**config.mk**
```make
export PLATFORM = sky130hd
export DESIGN_NAME = param_stager_flat
export DESIGN_NICKNAME = d
export VERILOG_FILES = /design/src/rtl/param_stager_pkg.sv /design/src/rtl/param_stager_if.sv /design/src/rtl/param_stager_fsm.sv /design/src/rtl/param_stager.sv /design/src/flat_wrapper.sv
export SDC_FILE = /design/constraint.sdc
export NUM_CORES = 1
export LEC_CHECK = 0
export CORE_MARGIN = 4
export CORE_UTILIZATION = 58
export DETAILED_ROUTE_END_ITERATION = 16
export GPL_ROUTABILITY_DRIVEN = 0
export PLACE_DENSITY = 0.95
export SLEW_MARGIN = 10
export SYNTH_ARGS = -nofsm -noshare
export SYNTH_HDL_FRONTEND = slang
export SYNTH_SLANG_ARGS = --single-unit
```
**constraint.sdc**
```tcl
create_clock -name clk -period 2.7 [get_ports clk]
set_clock_uncertainty 0.05 [all_clocks]
set_input_delay 0.405 -clock clk [delete_from_list [all_inputs] [get_ports clk]]
set_output_delay 0.405 -clock clk [all_outputs]
set_load 0.01 [all_outputs]
```
**src/rtl/param_stager_pkg.sv**
```systemverilog
// Shared definitions for the parameter stager: address map, field widths,
// FSM state encoding and bank read/write helpers.
package param_stager_pkg;

    localparam int W_ADDR = 4;
    localparam int W_DATA = 32;

    localparam int W_CMOS  = 16;
    localparam int W_LASER = 32;
    localparam int W_GATE  = 32;
    localparam int W_STEP  = 8;
    localparam int W_DECI  = 16;

    localparam int NUM_PARAMS = 11;

    localparam logic [W_ADDR-1:0] ADDR_CMOS_FREQ          = 4'd0;
    localparam logic [W_ADDR-1:0] ADDR_CMOS_WIDTH         = 4'd1;
    localparam logic [W_ADDR-1:0] ADDR_LASER_FREQ         = 4'd2;
    localparam logic [W_ADDR-1:0] ADDR_LASER_WIDTH        = 4'd3;
    localparam logic [W_ADDR-1:0] ADDR_FRAME_GATE_WIDTH_A = 4'd4;
    localparam logic [W_ADDR-1:0] ADDR_FRAME_GATE_DELAY_A = 4'd5;
    localparam logic [W_ADDR-1:0] ADDR_FRAME_GATE_WIDTH_B = 4'd6;
    localparam logic [W_ADDR-1:0] ADDR_FRAME_GATE_DELAY_B = 4'd7;
    localparam logic [W_ADDR-1:0] ADDR_TIM_CYCLES_M       = 4'd8;
    localparam logic [W_ADDR-1:0] ADDR_DELAY_STEP_DELTA_T = 4'd9;
    localparam logic [W_ADDR-1:0] ADDR_BG_FRAME_DECI_N    = 4'd10;
    localparam logic [W_ADDR-1:0] ADDR_LIMIT              = 4'(NUM_PARAMS);

    typedef enum logic [1:0] {
        IDLE   = 2'd0,
        ASSERT = 2'd1,
        GUARD  = 2'd2
    } state_t;

    typedef struct packed {
        logic [W_CMOS-1:0]  cmos_freq;
        logic [W_CMOS-1:0]  cmos_width;
        logic [W_LASER-1:0] laser_freq;
        logic [W_LASER-1:0] laser_width;
        logic [W_GATE-1:0]  frame_gate_width_a;
        logic [W_GATE-1:0]  frame_gate_delay_a;
        logic [W_GATE-1:0]  frame_gate_width_b;
        logic [W_GATE-1:0]  frame_gate_delay_b;
        logic [W_STEP-1:0]  tim_cycles_m;
        logic [W_STEP-1:0]  delay_step_delta_t;
        logic [W_DECI-1:0]  bg_frame_deci_n;
    } param_bank_t;

    // Narrow fields keep the LSBs of the write word; unmapped addresses leave the bank untouched.
    function automatic param_bank_t bank_write(input param_bank_t bank,
                                               input logic [W_ADDR-1:0] addr,
                                               input logic [W_DATA-1:0] data);
        param_bank_t nxt;
        nxt = bank;
        case (addr)
            ADDR_CMOS_FREQ:          nxt.cmos_freq          = data[W_CMOS-1:0];
            ADDR_CMOS_WIDTH:         nxt.cmos_width         = data[W_CMOS-1:0];
            ADDR_LASER_FREQ:         nxt.laser_freq         = data[W_LASER-1:0];
            ADDR_LASER_WIDTH:        nxt.laser_width        = data[W_LASER-1:0];
            ADDR_FRAME_GATE_WIDTH_A: nxt.frame_gate_width_a = data[W_GATE-1:0];
            ADDR_FRAME_GATE_DELAY_A: nxt.frame_gate_delay_a = data[W_GATE-1:0];
            ADDR_FRAME_GATE_WIDTH_B: nxt.frame_gate_width_b = data[W_GATE-1:0];
            ADDR_FRAME_GATE_DELAY_B: nxt.frame_gate_delay_b = data[W_GATE-1:0];
            ADDR_TIM_CYCLES_M:       nxt.tim_cycles_m       = data[W_STEP-1:0];
            ADDR_DELAY_STEP_DELTA_T: nxt.delay_step_delta_t = data[W_STEP-1:0];
            ADDR_BG_FRAME_DECI_N:    nxt.bg_frame_deci_n    = data[W_DECI-1:0];
            default: ;
        endcase
        return nxt;
    endfunction

    function automatic logic [W_DATA-1:0] bank_read(input param_bank_t bank,
                                                    input logic [W_ADDR-1:0] addr);
        logic [W_DATA-1:0] val;
        val = '0;
        case (addr)
            ADDR_CMOS_FREQ:          val = 32'(bank.cmos_freq);
            ADDR_CMOS_WIDTH:         val = 32'(bank.cmos_width);
            ADDR_LASER_FREQ:         val = bank.laser_freq;
            ADDR_LASER_WIDTH:        val = bank.laser_width;
            ADDR_FRAME_GATE_WIDTH_A: val = bank.frame_gate_width_a;
            ADDR_FRAME_GATE_DELAY_A: val = bank.frame_gate_delay_a;
            ADDR_FRAME_GATE_WIDTH_B: val = bank.frame_gate_width_b;
            ADDR_FRAME_GATE_DELAY_B: val = bank.frame_gate_delay_b;
            ADDR_TIM_CYCLES_M:       val = 32'(bank.tim_cycles_m);
            ADDR_DELAY_STEP_DELTA_T: val = 32'(bank.delay_step_delta_t);
            ADDR_BG_FRAME_DECI_N:    val = 32'(bank.bg_frame_deci_n);
            default:                 val = '0;
        endcase
        return val;
    endfunction

endpackage

```
**src/rtl/param_stager_if.sv**
```systemverilog
// Host-side write/commit bus of the parameter stager together with its
// status strobes and the load_param pulse seen by the consumer.
interface param_stager_if;
    import param_stager_pkg::*;

    logic              wr_en;
    logic [W_ADDR-1:0] wr_addr;
    logic [W_DATA-1:0] wr_data;
    logic              commit;
    logic              addr_err;
    logic              busy;
    logic              commit_done;
    logic              load_param;

    modport master (
        output wr_en, wr_addr, wr_data, commit,
        input  addr_err, busy, commit_done, load_param
    );

    modport slave (
        input  wr_en, wr_addr, wr_data, commit,
        output addr_err, busy, commit_done, load_param
    );

endinterface

```
**src/rtl/param_stager_fsm.sv**
```systemverilog
// Commit sequencer: IDLE -> ASSERT (load_param high) -> GUARD (low, commit_done
// on the last cycle), with a one-deep pending flag for commits arriving while busy.
module param_stager_fsm
    import param_stager_pkg::*;
#(
    parameter int unsigned LOAD_HI_CYCLES = 4,
    parameter int unsigned LOAD_LO_CYCLES = 4
) (
    input  logic clk,
    input  logic rst_n,
    input  logic commit_i,
    output logic start_o,
    output logic load_param_o,
    output logic busy_o,
    output logic commit_done_o
);

    localparam logic [7:0] HI_LAST = 8'(LOAD_HI_CYCLES - 1);
    localparam logic [7:0] LO_LAST = 8'(LOAD_LO_CYCLES - 1);
    localparam logic [7:0] LO_DONE = 8'(LOAD_LO_CYCLES - 2);

    state_t     state_q;
    logic [7:0] phase_q;
    logic       pending_q;
    logic       load_param_q;
    logic       busy_q;
    logic       commit_done_q;
    logic       start;

    assign start = (state_q == IDLE) && (commit_i || pending_q);

    // busy stays high through the IDLE gap before a pending commit is serviced,
    // so back-to-back sequences look like one continuous busy window.
    always_ff @(posedge clk or negedge rst_n) begin
        if (!rst_n) begin
            state_q       <= IDLE;
            phase_q       <= '0;
            pending_q     <= 1'b0;
            load_param_q  <= 1'b0;
            busy_q        <= 1'b0;
            commit_done_q <= 1'b0;
        end else begin
            case (state_q)
                IDLE: begin
                    commit_done_q <= 1'b0;
                    phase_q       <= '0;
                    if (start) begin
                        state_q      <= ASSERT;
                        load_param_q <= 1'b1;
                        busy_q       <= 1'b1;
                        pending_q    <= 1'b0;
                    end else begin
                        busy_q <= 1'b0;
                    end
                end
                ASSERT: begin
                    if (commit_i) pending_q <= 1'b1;
                    if (phase_q == HI_LAST) begin
                        state_q      <= GUARD;
                        phase_q      <= '0;
                        load_param_q <= 1'b0;
                    end else begin
                        phase_q <= phase_q + 8'd1;
                    end
                end
                GUARD: begin
                    if (commit_i) pending_q <= 1'b1;
                    if (phase_q == LO_LAST) begin
                        state_q       <= IDLE;
                        phase_q       <= '0;
                        commit_done_q <= 1'b0;
                        busy_q        <= pending_q || commit_i;
                    end else begin
                        phase_q       <= phase_q + 8'd1;
                        commit_done_q <= (phase_q == LO_DONE);
                    end
                end
                default: begin
                    state_q <= IDLE;
                end
            endcase
        end
    end

    assign start_o       = start;
    assign load_param_o  = load_param_q;
    assign busy_o        = busy_q;
    assign commit_done_o = commit_done_q;

endmodule

```
**src/rtl/param_stager.sv**
```systemverilog
// Parameter stager top: shadow/active banks, address decode and the commit FSM.
// Optional register readback port is built when PARAM_STAGER_READBACK_EN is defined.
module param_stager
    import param_stager_pkg::*;
#(
    parameter int unsigned LOAD_HI_CYCLES = 4,
    parameter int unsigned LOAD_LO_CYCLES = 4
) (
    input  logic                clk,
    input  logic                rst_n,
`ifdef PARAM_STAGER_READBACK_EN
    input  logic                rd_en,
    input  logic [W_ADDR-1:0]   rd_addr,
    input  logic                rd_sel,
    output logic [W_DATA-1:0]   rd_data,
    output logic                rd_valid,
`endif
    param_stager_if.slave       bus,
    output logic [W_CMOS-1:0]   cmos_freq_o,
    output logic [W_CMOS-1:0]   cmos_width_o,
    output logic [W_LASER-1:0]  laser_freq_o,
    output logic [W_LASER-1:0]  laser_width_o,
    output logic [W_GATE-1:0]   frame_gate_width_a_o,
    output logic [W_GATE-1:0]   frame_gate_delay_a_o,
    output logic [W_GATE-1:0]   frame_gate_width_b_o,
    output logic [W_GATE-1:0]   frame_gate_delay_b_o,
    output logic [W_STEP-1:0]   tim_cycles_m_o,
    output logic [W_STEP-1:0]   delay_step_delta_t_o,
    output logic [W_DECI-1:0]   bg_frame_deci_n_o
);

    param_bank_t shadow_q;
    param_bank_t shadow_d;
    param_bank_t active_q;
    logic        addr_err_q;
    logic        start;

    param_stager_fsm #(
        .LOAD_HI_CYCLES (LOAD_HI_CYCLES),
        .LOAD_LO_CYCLES (LOAD_LO_CYCLES)
    ) u_fsm (
        .clk           (clk),
        .rst_n         (rst_n),
        .commit_i      (bus.commit),
        .start_o       (start),
        .load_param_o  (bus.load_param),
        .busy_o        (bus.busy),
        .commit_done_o (bus.commit_done)
    );

    always_comb begin
        shadow_d = shadow_q;
        if (bus.wr_en) shadow_d = bank_write(shadow_q, bus.wr_addr, bus.wr_data);
    end

    // The active bank snapshots shadow_d, so a write in the commit cycle is published.
    always_ff @(posedge clk or negedge rst_n) begin
        if (!rst_n) begin
            shadow_q   <= '0;
            active_q   <= '0;
            addr_err_q <= 1'b0;
        end else begin
            shadow_q   <= shadow_d;
            addr_err_q <= bus.wr_en && (bus.wr_addr >= ADDR_LIMIT);
            if (start) active_q <= shadow_d;
        end
    end

    assign bus.addr_err = addr_err_q;

    assign cmos_freq_o          = active_q.cmos_freq;
    assign cmos_width_o         = active_q.cmos_width;
    assign laser_freq_o         = active_q.laser_freq;
    assign laser_width_o        = active_q.laser_width;
    assign frame_gate_width_a_o = active_q.frame_gate_width_a;
    assign frame_gate_delay_a_o = active_q.frame_gate_delay_a;
    assign frame_gate_width_b_o = active_q.frame_gate_width_b;
    assign frame_gate_delay_b_o = active_q.frame_gate_delay_b;
    assign tim_cycles_m_o       = active_q.tim_cycles_m;
    assign delay_step_delta_t_o = active_q.delay_step_delta_t;
    assign bg_frame_deci_n_o    = active_q.bg_frame_deci_n;

`ifdef PARAM_STAGER_READBACK_EN
    logic [W_DATA-1:0] rd_data_q;
    logic              rd_valid_q;

    always_ff @(posedge clk or negedge rst_n) begin
        if (!rst_n) begin
            rd_data_q  <= '0;
            rd_valid_q <= 1'b0;
        end else begin
            rd_valid_q <= rd_en;
            if (rd_en) rd_data_q <= bank_read(rd_sel ? active_q : shadow_q, rd_addr);
        end
    end

    assign rd_data  = rd_data_q;
    assign rd_valid = rd_valid_q;
`endif

endmodule
```
**src/flat_wrapper.sv**
```systemverilog
// flat-port wrapper written by rule: the top's interface ports become plain ports
module param_stager_flat import param_stager_pkg::*;
#(
    parameter int unsigned LOAD_HI_CYCLES = 4,
    parameter int unsigned LOAD_LO_CYCLES = 4
)
  (clk, rst_n, cmos_freq_o, cmos_width_o, laser_freq_o, laser_width_o, frame_gate_width_a_o, frame_gate_delay_a_o, frame_gate_width_b_o, frame_gate_delay_b_o, tim_cycles_m_o, delay_step_delta_t_o, bg_frame_deci_n_o, bus_wr_en, bus_wr_addr, bus_wr_data, bus_commit, bus_addr_err, bus_busy, bus_commit_done, bus_load_param);
  param_stager_if bus_i ();
  input  logic clk;
  input  logic rst_n;
  output logic [W_CMOS-1:0] cmos_freq_o;
  output logic [W_CMOS-1:0] cmos_width_o;
  output logic [W_LASER-1:0] laser_freq_o;
  output logic [W_LASER-1:0] laser_width_o;
  output logic [W_GATE-1:0] frame_gate_width_a_o;
  output logic [W_GATE-1:0] frame_gate_delay_a_o;
  output logic [W_GATE-1:0] frame_gate_width_b_o;
  output logic [W_GATE-1:0] frame_gate_delay_b_o;
  output logic [W_STEP-1:0] tim_cycles_m_o;
  output logic [W_STEP-1:0] delay_step_delta_t_o;
  output logic [W_DECI-1:0] bg_frame_deci_n_o;
  input wire logic [$bits(bus_i.wr_en)-1:0] bus_wr_en;
  input wire logic [$bits(bus_i.wr_addr)-1:0] bus_wr_addr;
  input wire logic [$bits(bus_i.wr_data)-1:0] bus_wr_data;
  input wire logic [$bits(bus_i.commit)-1:0] bus_commit;
  output wire logic [$bits(bus_i.addr_err)-1:0] bus_addr_err;
  output wire logic [$bits(bus_i.busy)-1:0] bus_busy;
  output wire logic [$bits(bus_i.commit_done)-1:0] bus_commit_done;
  output wire logic [$bits(bus_i.load_param)-1:0] bus_load_param;
  assign bus_i.wr_en = bus_wr_en;
  assign bus_i.wr_addr = bus_wr_addr;
  assign bus_i.wr_data = bus_wr_data;
  assign bus_i.commit = bus_commit;
  assign bus_addr_err = bus_i.addr_err;
  assign bus_busy = bus_i.busy;
  assign bus_commit_done = bus_i.commit_done;
  assign bus_load_param = bus_i.load_param;
  param_stager #(.LOAD_HI_CYCLES(LOAD_HI_CYCLES), .LOAD_LO_CYCLES(LOAD_LO_CYCLES)) u_core (.clk(clk), .rst_n(rst_n), .bus(bus_i), .cmos_freq_o(cmos_freq_o), .cmos_width_o(cmos_width_o), .laser_freq_o(laser_freq_o), .laser_width_o(laser_width_o), .frame_gate_width_a_o(frame_gate_width_a_o), .frame_gate_delay_a_o(frame_gate_delay_a_o), .frame_gate_width_b_o(frame_gate_width_b_o), .frame_gate_delay_b_o(frame_gate_delay_b_o), .tim_cycles_m_o(tim_cycles_m_o), .delay_step_delta_t_o(delay_step_delta_t_o), .bg_frame_deci_n_o(bg_frame_deci_n_o));
endmodule
```
# Word level (Yosys, flattened, before mapping)
# Cells that the tools add are included.
[totals]
register_bits = 527
input_bits = 40
wordCells = 91
[op_classes]
reduce_logical = 13
order_cmp = 1
eq_ne = 18
n_mux = 29
n_addsub = 1
[ops]
columns = ["operator", "n"]
rows = [
  ["256-bit 2-to-1 mux", 1],
  ["32-bit 2-to-1 mux", 6],
  ["16-bit 2-to-1 mux", 3],
  ["8-bit 2-to-1 mux", 3],
  ["4-bit by 3-bit equality test with 1-bit output, second input constant", 4],
  ["8-bit by 2-bit equality test with 1-bit output, second input constant", 2],
  ["8-bit case mux with 2 select lines", 1],
  ["4-bit equality test, second input constant", 3],
  ["3-bit AND reduction", 3],
  ["8-bit by 1-bit adder with 8-bit output, second input constant", 1],
  ["4-bit by 2-bit equality test with 1-bit output, second input constant", 2],
  ["1-bit case mux with 2 select lines", 4],
  ["1-bit 2-to-1 mux", 7],
  ["2-bit 2-to-1 mux", 3],
  ["2-bit case mux with 3 select lines", 1],
  ["2-bit nonzero test", 3],
  ["4-bit by 1-bit equality test with 1-bit output, second input constant", 1],
  ["4-bit greater-or-equal comparator, second input constant", 1],
  ["4-bit zero test", 1],
  ["2-bit by 1-bit inequality test with 1-bit output, second input constant", 2],
  ["2-bit inequality test, second input constant", 2],
  ["2-bit by 1-bit equality test with 1-bit output, second input constant", 1],
  ["2-bit equality test, second input constant", 1],
  ["1-bit logical AND", 2],
  ["4 further kinds", 4],
]

# Depth between registers and ports, before layout
[depth]
depth_word = 4
depth_mapped = 8
mapped_depth_nobuf = 5

# By module
# From an unflattened synthesis, not the netlist that was laid out.
[hier_totals]
cells_unflattened = 2078
area_unflattened_um2 = 20951.3
[by_module_without_submodules]
columns = ["mod", "area_per_inst_um2", "cells_per_inst", "n_inst", "seq_area_each_um2"]
rows = [
  ["param_stager", 20134.3, 2000, 1, 12837.3],
  ["param_stager_fsm", 817.0, 78, 1, 350.3],
]

# Least setup slack after synthesis
# Ideal clock, no wire load.
[synth_timing]
path_kind = "flip-flop to flip-flop"
from = "register u_core.u_fsm.state_q[0]"
to = "register u_core.active_q, in the netlist u_core.laser_width_o[9]"
path_buffers = 3
slack_ns = 0.886
required_time_ns = 2.509
stages_incl_launch_ff = 8
arrival_ns = 1.622
period_less_slack_ns = 1.814
path_cell_list = "dfrtp_1 inv_1 ha_1 o21a_1 buf_2 clkbuf_1 clkbuf_1 a31oi_1"
[synth_via]
elab_chain_len = 2
[synth_rtl]
columns = ["element", "line_no", "source"]
rows = [
  ["from (decl)", "param_stager_fsm.sv:22", "state_t state_q;"],
  ["from (signal assigned)", "param_stager_fsm.sv:36", "state_q <= IDLE;"],
  ["from (signal assigned)", "param_stager_fsm.sv:48", "state_q <= ASSERT;"],
  ["from (signal assigned)", "param_stager_fsm.sv:59", "state_q <= GUARD;"],
  ["2-bit zero test", "param_stager_fsm.sv:30", "assign start = (state_q == IDLE) && (commit_i || pending_q);"],
  ["1-bit logical AND", "param_stager_fsm.sv:30", ""],
  ["to (signal assigned)", "param_stager.sv:65", "if (start) active_q <= shadow_d;"],
  ["to (decl)", "param_stager.sv:34", "param_bank_t active_q;"],
]
# No other way between the ends.
# A chain may end at the register's enable or synchronous reset.

# Final worst setup path
[layout_timing]
from = "register u_core.u_fsm.state_q[0]"
to = "register u_core.active_q, in the netlist u_core.frame_gate_delay_b_o[15]"
# The elaborated chain is that of the path after synthesis.

==> key figures <==
Die
  • Die Y: around 200 um
  • Die area: 0.0387 mm2
  • Core Region: 0.0349 mm2
  • I/O pin total: 300
  • Chip width: 197 um
  • Row count: 68
  • Initial Util: 59.2%

CTS
  • H-Tree Depth: 2
  • CTS resizes: 0
  • Clock root cell: clkbuf_16
  • Skew-Pair Late Insertion Delay: 590 ps
  • CTS Buf Count: 51
  • Worst-path clk slew: 60 ps
  • TritonCTS clock tree: built
  • CTS sink count: 527
  • Max clock buf depth: 3

Routing
  • Final ANT Viol Nets: 0
  • DR WL met2: 31600 um
  • Initial drt markers: 2693
  • DRT Pass-1 Iters: 6
  • DRC Markers: 0
  • Final wirelength: 69000 um
  • Total number of vias: ~19000
  • Via density: 6.67
  • Top Metal Used: met5
  • Avg WL per Cell: 24.5 um
  • Routed met3 length: 8930 um
  • WL met1: approximately 23000 um

Global route
  • Largest net degree at the start of global routing: 97
  • Gr usage total: 34.9%
  • Number of global-route vias before repair: 18597
  • Initial antenna violation count: 3
  • First-pass GRT wire length: between 100000 and 150000 um
  • Grt total ovfl: 0

Power
  • Worst VDD drop: 0.786 mV
  • Pwr/cell area: 1230 mW/mm2
  • LEAKAGE: 11.7 nW

Logic synthesis
  • Post-synthesis net count: 2141
  • EDFF count, synth: 0
  • Post-synthesis register bit count: ~530
  • Synth Flop Type: dfrtp_1
  • Synth unique cells: 46
  • Post-synthesis area per instance: 9.87 um2
  • Ys Warns: 0
  • Post-Syn Area: 0.0207 mm2
  • Ys async rst share: between 90% and 100%
  • Sequential area share after synthesis: 63.8%
  • Cell count after synthesis: 2094

Cells and area
  • Nets: between 2000 and 2500
  • Area growth, synth to finish: 25.3%
  • Fill count: ~2100
  • Commonest non-fill, non-tap cells in the layout: 527 x dfrtp_1, 298 x clkdlybuf4s50_1, 270 x nand2_1, 264 x o21ai_0
  • Post-layout util: 74.3%
  • Ratio of cells with drive above 1 in the final layout: under 10%
  • Final non-filler cell total: 2814
  • Most common cell after layout, fill and taps aside: dfrtp_1
  • Area of the multi-input gates: 0.00675 mm2
  • Final Cell Area: 0.0259 mm2
  • FF+latch area: 0.0132 mm2

Min path
  • Hold Path Class: in2async

Worst setup path
  • Setup CP Type: reg2reg
  • CP Max Fanout: 42
  • CP arrival: around 2600 ps
  • Crit path cell chain: inv_1 -> ha_1 -> o21a_4 -> buf_12 -> buf_4 -> nor2_1 -> a31oi_1
  • R2R cell count: 7
  • Worst setup EP type: flop
  • CP max stage cell: dfrtp_1
  • R2r setup slk: 510 ps
  • Worst reg2reg endpoint: u_core.frame_gate_delay_b_o[15]
  • Startpoint types: flop
  • CP peak stage delay: 440 ps
  • Worst Path Required: roughly 3000 ps
  • Reg2reg start: u_core.u_fsm.state_q[0]

Timing
  • Final hold violations: 0
  • RSZ-0062 raised after global routing: false
  • Relative slew slack: 50.2%
  • Final setup fails: 0
  • Fin Setup TNS: 0 ps
  • Minimum clock period: ~2200 ps
  • Pins over their slew limit: 0
  • Period utilisation layout: 81.0%
  • Setup WS post-layout: 513 ps
  • Slew @ Worst Pin: 744 ps
  • Fmax achieved: 457 MHz

Place
  • Dpl ws: 276 ps
  • Port Buffer Count: 299
  • Cell Count Post-Placement: 2723
  • Detailed placer's ending HPWL: 41600 um
  • Placed Area: 0.0243 mm2

Job
  • Max-cap violations: 0

Status
  • Status: complete, no violations
-- sequential cells by signal, indices dropped and copies added (netlist names), 32 cells and up --
name	count
u_core.shadow_q	256
u_core.frame_gate_delay_b_o	32
u_core.laser_freq_o	32
u_core.frame_gate_width_a_o	32
u_core.frame_gate_delay_a_o	32
u_core.laser_width_o	32
u_core.frame_gate_width_b_o	32
-- logic make-up (layout without fill, tap and decap cells) --
kind of cell    Yosys count  in the layout  share of synthesized area [%]
flops                   527            527                           63.8
mux                       1              1                         0.0484
buf+inv                 194            458                           3.77
fa+ha+maj                 7              7                          0.424
compound gates          539            539                           14.8
other cells               0              1                              0
simple gates            826            826                           17.1
-- through the flow --
step,hold slack [ps],power [W]
2_1_floorplan,59.4,0.0179
3_3_place_gp,375,0.0237
3_5_place_dp,378,0.0245
4_1_cts,395,0.0316
5_1_grt,418,0.0332
6_report,363,0.0317
-- how the worst max path moves through the flow --
stage,to,from,slack [ps],depth (start not counted)
6_report,u_core.frame_gate_delay_b_o[15],u_core.u_fsm.state_q[0],510,7
4_1_cts,u_core.frame_gate_delay_b_o[15],u_core.u_fsm.state_q[0],600,7
3_3_place_gp,u_core.frame_gate_delay_a_o[4],bus_wr_addr[1],350,5
5_1_grt,u_core.frame_gate_delay_b_o[15],u_core.u_fsm.state_q[0],390,7
3_5_place_dp,u_core.frame_gate_width_a_o[20],bus_wr_addr[1],280,5
2_1_floorplan,u_core.laser_width_o[9],u_core.u_fsm.state_q[0],890,7
-- report_power, final --
part | switching, W | internal [W] | total, W
logic | 0.00646 | 0.00571 | 0.0122
clock network | 0.00303 | 0.00388 | 0.00691
registers | 0.00188 | 0.0108 | 0.0127
total | 0.0114 | 0.0204 | 0.0317
-- final cells by class --
| cell class | count | area share [%] |
|---|---|---|
| tap | 455 | 2.20 |
| clock inverter | 15 | 0.497 |
| clock buffer | 74 | 5.68 |
| inverter | 7 | 0.101 |
| multi-input combinational | 1373 | 26.0 |
| antenna | 1 | 0.00966 |
| timing repair buffer | 362 | 14.6 |
| sequential | 527 | 50.9 |
-- repair_timing --
item,CTS,global route
buffers inserted,0,0
hold buffers,1,0
endpoints found under the hold margin,59,0
-- Yosys cell counts, types with 3 or more instances --
cell | number | share of area [%]
a211oi_1 | 3 | 0.11
nor2b_1 | 5 | 0.15
buf_2 | 24 | 0.58
ha_1 | 7 | 0.42
a21oi_1 | 3 | 0.073
a31oi_1 | 256 | 7.7
nand2_1 | 270 | 4.9
o21ai_0 | 264 | 6.4
clkbuf_1 | 139 | 2.5
buf_1 | 20 | 0.36
inv_1 | 7 | 0.13
nand3_1 | 263 | 6.4
dfrtp_1 | 527 | 64
nor2_1 | 263 | 4.8
-- critical path, delay by kind of cell (launching register included) --
| family | cells | cell delay, ps |
|---|---|---|
| compound gates | 2 | 520 |
| flops | 1 | 440 |
| buf+inv | 3 | 640 |
| simple gates | 1 | 90 |
| fa+ha+maj | 1 | 290 |
-- per-layer routing --
layer	up-vias	GRT usage (%)
li1	7756	-
met1	9138	44.5
met2	1495	53.3
met3	386	10.5
met4	2	21.2
met5	-	0
Power figures use the tool's default switching activity.
